<file path="src/rtl/bb_shift_result_buffer_pkg.sv">
// Shared widths and defaults for the barrel-shifter result buffer.
package bb_shift_result_buffer_pkg;

  localparam int unsigned SB_DATA_W  = 8;
  localparam int unsigned SB_SHAMT_W = 3;
  localparam int unsigned SB_DEPTH   = 4;
  localparam int unsigned SB_CNT_W   = 8;

endpackage

</file>
<file path="src/rtl/bb_sbuf_mem.sv">
// Result storage: register array with one write port and one asynchronous read port.
module bb_sbuf_mem #(
  parameter int unsigned DEPTH   = 4,
  parameter int unsigned ENTRY_W = 12
) (
  input  logic                     clk,
  input  logic                     we,
  input  logic [$clog2(DEPTH)-1:0] waddr,
  input  logic [ENTRY_W-1:0]       wdata,
  input  logic [$clog2(DEPTH)-1:0] raddr,
  output logic [ENTRY_W-1:0]       rdata
);

  logic [ENTRY_W-1:0] mem_q [DEPTH];

  // Storage is deliberately not reset; validity is tracked by the occupancy count.
  always_ff @(posedge clk) begin
    if (we) begin
      mem_q[waddr] <= wdata;
    end
  end

  assign rdata = mem_q[raddr];

endmodule

</file>
<file path="src/rtl/bb_shift_result_buffer.sv">
// FWFT capture FIFO for barrel-shifter results, with sticky overflow and saturating drop count.
module bb_shift_result_buffer
  import bb_shift_result_buffer_pkg::*;
#(
  parameter int unsigned DATA_W  = SB_DATA_W,
  parameter int unsigned SHAMT_W = SB_SHAMT_W,
  parameter int unsigned DEPTH   = SB_DEPTH,
  parameter int unsigned CNT_W   = SB_CNT_W
) (
  input  logic                     clk,
  input  logic                     rst_n,
  input  logic                     in_valid,
  input  logic [DATA_W-1:0]        in_data,
  input  logic [SHAMT_W-1:0]       in_shift,
  input  logic                     in_dir,
  output logic                     in_ready,
  output logic                     out_valid,
  input  logic                     out_ready,
  output logic [DATA_W-1:0]        out_data,
  output logic [SHAMT_W-1:0]       out_shift,
  output logic                     out_dir,
  output logic [$clog2(DEPTH):0]   count,
  output logic                     overflow,
  output logic [CNT_W-1:0]         drop_cnt,
  input  logic                     clr_ovf
);

  localparam int unsigned PTR_W   = $clog2(DEPTH);
  localparam int unsigned COUNT_W = PTR_W + 1;
  localparam int unsigned ENTRY_W = DATA_W + SHAMT_W + 1;

  logic [PTR_W-1:0]   wr_ptr_q, wr_ptr_d;
  logic [PTR_W-1:0]   rd_ptr_q, rd_ptr_d;
  logic [COUNT_W-1:0] count_q, count_d;
  logic               overflow_q, overflow_d;
  logic [CNT_W-1:0]   drop_cnt_q, drop_cnt_d;

  logic               push, pop, drop;
  logic [ENTRY_W-1:0] wr_entry, rd_entry;

  assign in_ready  = (count_q != COUNT_W'(DEPTH));
  assign out_valid = (count_q != '0);
  assign push      = in_valid & in_ready;
  assign pop       = out_valid & out_ready;
  assign drop      = in_valid & ~in_ready;
  assign wr_entry  = {in_dir, in_shift, in_data};

  bb_sbuf_mem #(
    .DEPTH   (DEPTH),
    .ENTRY_W (ENTRY_W)
  ) u_mem (
    .clk   (clk),
    .we    (push),
    .waddr (wr_ptr_q),
    .wdata (wr_entry),
    .raddr (rd_ptr_q),
    .rdata (rd_entry)
  );

  assign {out_dir, out_shift, out_data} = rd_entry;
  assign count    = count_q;
  assign overflow = overflow_q;
  assign drop_cnt = drop_cnt_q;

  // Pointer/occupancy update; pointers wrap naturally since DEPTH is a power of two.
  always_comb begin
    wr_ptr_d = wr_ptr_q;
    rd_ptr_d = rd_ptr_q;
    count_d  = count_q;
    if (push) wr_ptr_d = wr_ptr_q + PTR_W'(1);
    if (pop)  rd_ptr_d = rd_ptr_q + PTR_W'(1);
    case ({push, pop})
      2'b10:   count_d = count_q + COUNT_W'(1);
      2'b01:   count_d = count_q - COUNT_W'(1);
      default: count_d = count_q;
    endcase
  end

  // A drop in the same cycle as a clear takes precedence over the clear.
  always_comb begin
    overflow_d = overflow_q;
    drop_cnt_d = drop_cnt_q;
    if (clr_ovf) begin
      overflow_d = 1'b0;
      drop_cnt_d = '0;
    end
    if (drop) begin
      overflow_d = 1'b1;
      if (clr_ovf) begin
        drop_cnt_d = CNT_W'(1);
      end else if (drop_cnt_q != '1) begin
        drop_cnt_d = drop_cnt_q + CNT_W'(1);
      end
    end
  end

  always_ff @(posedge clk or negedge rst_n) begin
    if (!rst_n) begin
      wr_ptr_q   <= '0;
      rd_ptr_q   <= '0;
      count_q    <= '0;
      overflow_q <= 1'b0;
      drop_cnt_q <= '0;
    end else begin
      wr_ptr_q   <= wr_ptr_d;
      rd_ptr_q   <= rd_ptr_d;
      count_q    <= count_d;
      overflow_q <= overflow_d;
      drop_cnt_q <= drop_cnt_d;
    end
  end

endmodule
</file>
<file path="config.mk">
export PLATFORM = sky130hd
export DESIGN_NAME = bb_shift_result_buffer
export DESIGN_NICKNAME = d
export VERILOG_FILES = /design/src/rtl/bb_shift_result_buffer_pkg.sv /design/src/rtl/bb_sbuf_mem.sv /design/src/rtl/bb_shift_result_buffer.sv
export SDC_FILE = /design/constraint.sdc
export NUM_CORES = 1
export LEC_CHECK = 0
export BUFFER_PORTS_ARGS = -buffer_cell sky130_fd_sc_hd__buf_2
export CAP_MARGIN = 15
export CORE_MARGIN = 2
export CORE_UTILIZATION = 50
export DETAILED_ROUTE_END_ITERATION = 16
export PLACE_DENSITY = 0.72
export SLEW_MARGIN = 20
export SYNTH_ARGS = -nofsm -noshare
export SYNTH_HDL_FRONTEND = slang
export SYNTH_SLANG_ARGS = --single-unit
export TNS_END_PERCENT = 5
</file>
<file path="constraint.sdc">
create_clock -name clk -period 5.2 [get_ports clk]
set_input_delay 0.52 -clock clk [delete_from_list [all_inputs] [get_ports clk]]
set_output_delay 0.52 -clock clk [all_outputs]
set_load 0.02 [all_outputs]
</file>
==> flow_summary.ini, run 1 <==
[place]
hpwl_um = 3100
finalWeightedCongestion = 0.791
io_buffers = 42

[layout]
regArea_um2 = 1840
multi_input_area_um2 = 722
area_delta_synth_final_pct = 17.2
nFillCells = 403
post-route-util = 0.607
layout.nets = 222
num_antenna_cells = 0
drive_gt1_frac = 0.356

[logic_synthesis]
seq_area_frac_synth = 0.701
syn_area_um2 = 2630
synth.distinct_cells = 31
avgSynthCellArea_um2 = 17.5
syn-instance-count = 150
ys_async_sr_fraction = 0.250
synth-seq-cells = 64
synth_area_leaders = edfxtp_1, dfrtp_1, mux4_2
synth_top_area_frac = 0.549
synthesis.nets = 174
yosys_warnings = 0
ys.flop_type = edfxtp_1
synth_edf_count = 48
post-synth-top-area-cell = edfxtp_1

[timing]
max_freq_mhz = 402
rsz0062_at_grt = no
fin_setup_tns_ns = 0
tightest_slew_ns = 0.795
whs_ns = 0.102
slew_headroom = 0.470
finalHoldViolations = 0
setup_viol = 0
finalCritPeriodShare = 0.478
min_period_ns = 2.49
finalClockSkew_ns = 0.00397
slew_violations = 0

[cts]
clock_sinks = 64
post_cts_buffers = 0
h-tree-depth = 3
ctsHoldBuffers = 0
cts_root_buffer = clkbuf_8
cts_resized = 0
clkLatencyLatePin_ns = 0.32
clk_pin_slew_ns = 0.07
cts_buffers = 9
cts_tree = yes
ctsLongestPathBuffers = 2

[power_and_ir_drop]
totalPowerFinal_mw = 1.67
power_density_nw_per_um2 = 544
vdd_ir_drop_max_mv = 0.312
leakagePower_nw = 1.23

[run]
cap_violations = 0

[setup_path]
cp.required_ns = 4.68
end_kind = output port
crit_slowest_cell = dfrtp_1
crit_arrival_ns = 1.97
cp-start-kind = flip-flop
crit_chain = mux4_2 -> buf_2
critPathKind = flip-flop to output port
worst_r2r_startpoint = count[0]
ff2ff_setup_slack_ns = 3.01
r2r.worst_path.cells = 10
max_stage_delay_ns = 0.86
rr_endpoint = count[2]
worst-path-max-fanout = 14

[drt]
drt_pass1_iterations = 4
wire_per_inst_um = 16.7
drt-initial-drc-count = 128
routed_wl_um = 4540
antenna_left = 0
vias = 1426
viasPerCell = 5.24
post-route-drc-count = 0

[global_route]
grt_pass1_wl_um = 7530
overflow = 0
antenna_found_initial = 0
grt_max_degree = 17
grt_pass1_vias = 1485
grtUsageTotal = 0.173

[die]
io_pins = 43
chipHeight_um = 76.5
rows = 26
core_area_um2 = 5070
die_w_um = 76.5
start_util = 0.518
die_area_um2 = 5850

[status]
status = finished, final reports clean

[worst_hold_path]
hp-class = primary input to async pin
## synth_stat cells (2+ instances only)
library cell  number
edfxtp_1          48
dfrtp_1           16
mux4_2            12
inv_1              9
and3_1             6
ha_1               6
nand2_1            6
nor2_1             5
nand4_1            4
xor2_1             4
and2_1             3
mux2i_1            3
nand3_1            3
xnor2_1            3
a21oi_1            2
buf_1              2
buf_2              2
nor3_1             2
o21ai_0            2
## cells in the final DEF (no fill, tap or decap), drive strengths merged, types with 3 or more instances in the layout
master / instances
and2: 3
and3: 6
buf: 42
clkbuf: 9
clkinv: 3
dfrtp: 16
edfxtp: 48
ha: 6
inv: 10
mux2i: 3
mux4: 12
nand2: 6
nand3: 3
nand4: 4
nor2: 5
o21ai: 3
xnor2: 3
xor2: 4
## cell families after synthesis
| logic type | synth area share |
|---|---|
| xor+xnor | 0.0233 |
| compound gates | 0.0305 |
| fa+ha+maj | 0.0362 |
| mux | 0.119 |
| buf+inv | 0.0238 |
| simple gates | 0.0662 |
| flops | 0.701 |
## cell type report
cell class | count | share of cell area
Timing Repair Buffer | 42 | 0.0683
Inverter | 9 | 0.0110
Tap cell | 70 | 0.0284
Sequential cell | 64 | 0.598
Clock buffer | 9 | 0.0402
Multi-Input combinational cell | 72 | 0.234
Clock inverter | 6 | 0.0195
## sequential cells by signal, indices dropped and copies added (netlist names)
register and flops:
u_mem.mem_q 48, drop_cnt 8, count 3, rd_ptr_q 2
wr_ptr_q 2, overflow 1
## through the flow
step,instance area (um2),cells,worst slack (ns)
after floorplan,2630,150,2.97
after global placement,2900,257,3.01
after detailed placement,2900,257,2.99
after CTS,3080,272,2.63
after global routing,3080,272,2.53
final,3080,272,2.71
## worst max-delay path by stage
stage	from	endpoint	slack [ns]
floorplan	count[0]	count[2]	2.97
global placement	rd_ptr_q[0]	out_data[7]	3.01
detailed placement	rd_ptr_q[0]	out_data[7]	2.99
CTS	rd_ptr_q[0]	out_data[4]	2.63
global route	rd_ptr_q[0]	out_data[7]	2.53
finish	rd_ptr_q[0]	out_data[4]	2.71
## layer usage
| layer | up-vias | share of wire | track usage |
|---|---|---|---|
| li1 | 672 | - | - |
| met1 | 713 | 0.45 | 0.234 |
| met2 | 34 | 0.50 | 0.263 |
| met3 | 7 | 0.038 | 0.0391 |
| met4 | 0 | 0.015 | 0.0927 |
| met5 | - | 0 | 0 |
## critical path, delay by kind of cell (launching register included)
kind     cells  cell delay [ns]
buf+inv      1             0.17
flops        1             0.86
mux          1             0.61
## report_power, final
part | internal (mW) | switching (mW) | leakage (nW)
clock network | 0.217 | 0.179 | 0.0929
logic | 0.226 | 0.285 | 0.488
registers | 0.671 | 0.0960 | 0.646
total | 1.11 | 0.560 | 1.23
Note: power is estimated with default switching activity, not from simulation.
==> run 2: changes to the inputs <==
- clock period: 5.2 -> 2.3 ns (I/O delays scaled with it)
==> flow_summary.ini, run 2 (synthesized netlist as in run 1, its figures left out) <==
[status]
status = finished, final reports clean

[drt]
drt-initial-drc-count = 59
vias = 1466
antenna_left = 0
post-route-drc-count = 0
wire_per_inst_um = 16.0
drt_pass1_iterations = 4
routed_wl_um = 4410
viasPerCell = 5.31

[timing]
max_freq_mhz = 464
whs_ns = 0.123
setup_viol = 0
rsz0062_at_grt = no
finalCritPeriodShare = 0.937
finalClockSkew_ns = 0.00696
slew_headroom = 0.578
tightest_slew_ns = 0.633
fin_setup_tns_ns = 0
slew_violations = 0
finalHoldViolations = 0
min_period_ns = 2.15

[layout]
layout.nets = 225
area_delta_synth_final_pct = 18.3
multi_input_area_um2 = 727
final_common_cell = edfxtp_1
layout_common_cells = edfxtp_1, buf_2, dfrtp_1, mux4_2
drive_gt1_frac = 0.354
design_area_um2 = 3110
largest_reg_flops = 48
num_antenna_cells = 0
nFillCells = 394
regArea_um2 = 1840
largest_register = u_mem.mem_q

[setup_path]
crit_chain = or3_2 -> and2_1 -> ha_1 -> inv_1 -> fa_1 -> o21ai_0
worst_r2r_startpoint = count[0]
cp-start-kind = flip-flop
cp.required_ns = 2.53
worst-path-max-fanout = 5
crit_slowest_cell = or3_2
crit_arrival_ns = 2.39
max_stage_delay_ns = 0.50
critPathKind = flip-flop to flip-flop
cp_top_family = simple AND/OR/NAND/NOR gates
end_kind = flip-flop
crit_buf_inv = 1
critPathLaunch = count[0]

[die]
die_area_um2 = 5850
start_util = 0.518
die_w_um = 76.5
rows = 26
chipHeight_um = 76.5
io_pins = 43
core_area_um2 = 5070

[place]
place_area_um2 = 2910
hpwl_um = 3040
finalWeightedCongestion = 0.811
io_buffers = 42

[power_and_ir_drop]
vdd_ir_drop_max_mv = 0.749
leakagePower_nw = 1.24
power_density_nw_per_um2 = 1220

[worst_hold_path]
min_from = in_data[0]
hp-class = primary input to flip-flop

[cts]
h-tree-depth = 3
cts_buffers = 9
clock_sinks = 64
cts_root_buffer = clkbuf_8
clk_pin_slew_ns = 0.07
ctsLongestPathBuffers = 2
clkLatencyLatePin_ns = 0.32
cts_tree = yes

[global_route]
grt_pass1_vias = 1503
overflow = 0
grt_pass1_wl_um = 7090
grtUsageTotal = 0.162
grt_max_degree = 17
antenna_found_initial = 0

[run]
cap_violations = 0
[run 2: cell types whose count changed in the layout (fill, tap and decap cells not counted), sizes merged]
cell	delta
buf	+2
inv	-1
dlygate4sd3	+1
clkinv	-2
clkbuf	+4
[run 2: repair_timing]
| action | in CTS | in global routing |
|---|---|---|
| hold buffers | 1 | 0 |
| hold endpoints to repair | 16 | 0 |
| gates resized for setup | 0 | 1 |
| setup endpoints to repair | 0 | 1 |
| setup buffers | 0 | 0 |
[run 2: worst register-to-register path, cell delays in order (launching register included)]
cell     delay [ns]
dfrtp_1        0.43
or3_2          0.50
and2_1         0.21
ha_1           0.23
inv_1          0.09
fa_1           0.40
o21ai_0        0.20
[run 2: stage by stage]
stage	setup WS [ns]	std cells	util	power, mW
after floorplan	0.0738	150	-	2.57
after global placement	0.319	259	0.573	2.90
after detailed placement	0.143	259	0.573	2.96
after CTS	0.117	276	0.611	3.85
after global routing	0.0194	276	0.612	4.00
final	0.146	276	0.612	3.80
[run 2: per-layer routing]
layer	GRT usage	routed length [um]	part of all wire
met1	0.191	1800	0.41
met2	0.278	2340	0.53
met3	0.0367	239	0.054
met4	0.0873	35	0.0079
met5	0	0	0
[run 2: report_power, final]
group	switching (mW)	internal (mW)
clock network	0.385	0.501
registers	0.154	1.52
logic	0.708	0.537
total	1.25	2.56
[run 2: area by class of cell]
class,count,area share
Sequential cell,64,0.593
Multi-Input combinational cell,72,0.234
Clock buffer,13,0.0447
Inverter,9,0.0109
Tap cell,70,0.0282
Timing Repair Buffer,45,0.0757
Clock inverter,3,0.0137
[run 2: final timing paths]
path                                endpoint  slack, ns  cells after the start
max                                 count[1]       0.15                      6
min                        u_mem.mem_q[1][0]       0.12                      1
min reg2reg                         overflow       0.49                      1
max in group asynchronous        rd_ptr_q[1]       1.69                      2
max reg2reg                         count[1]       0.15                      6
min in group asynchronous        drop_cnt[0]       0.34                      2
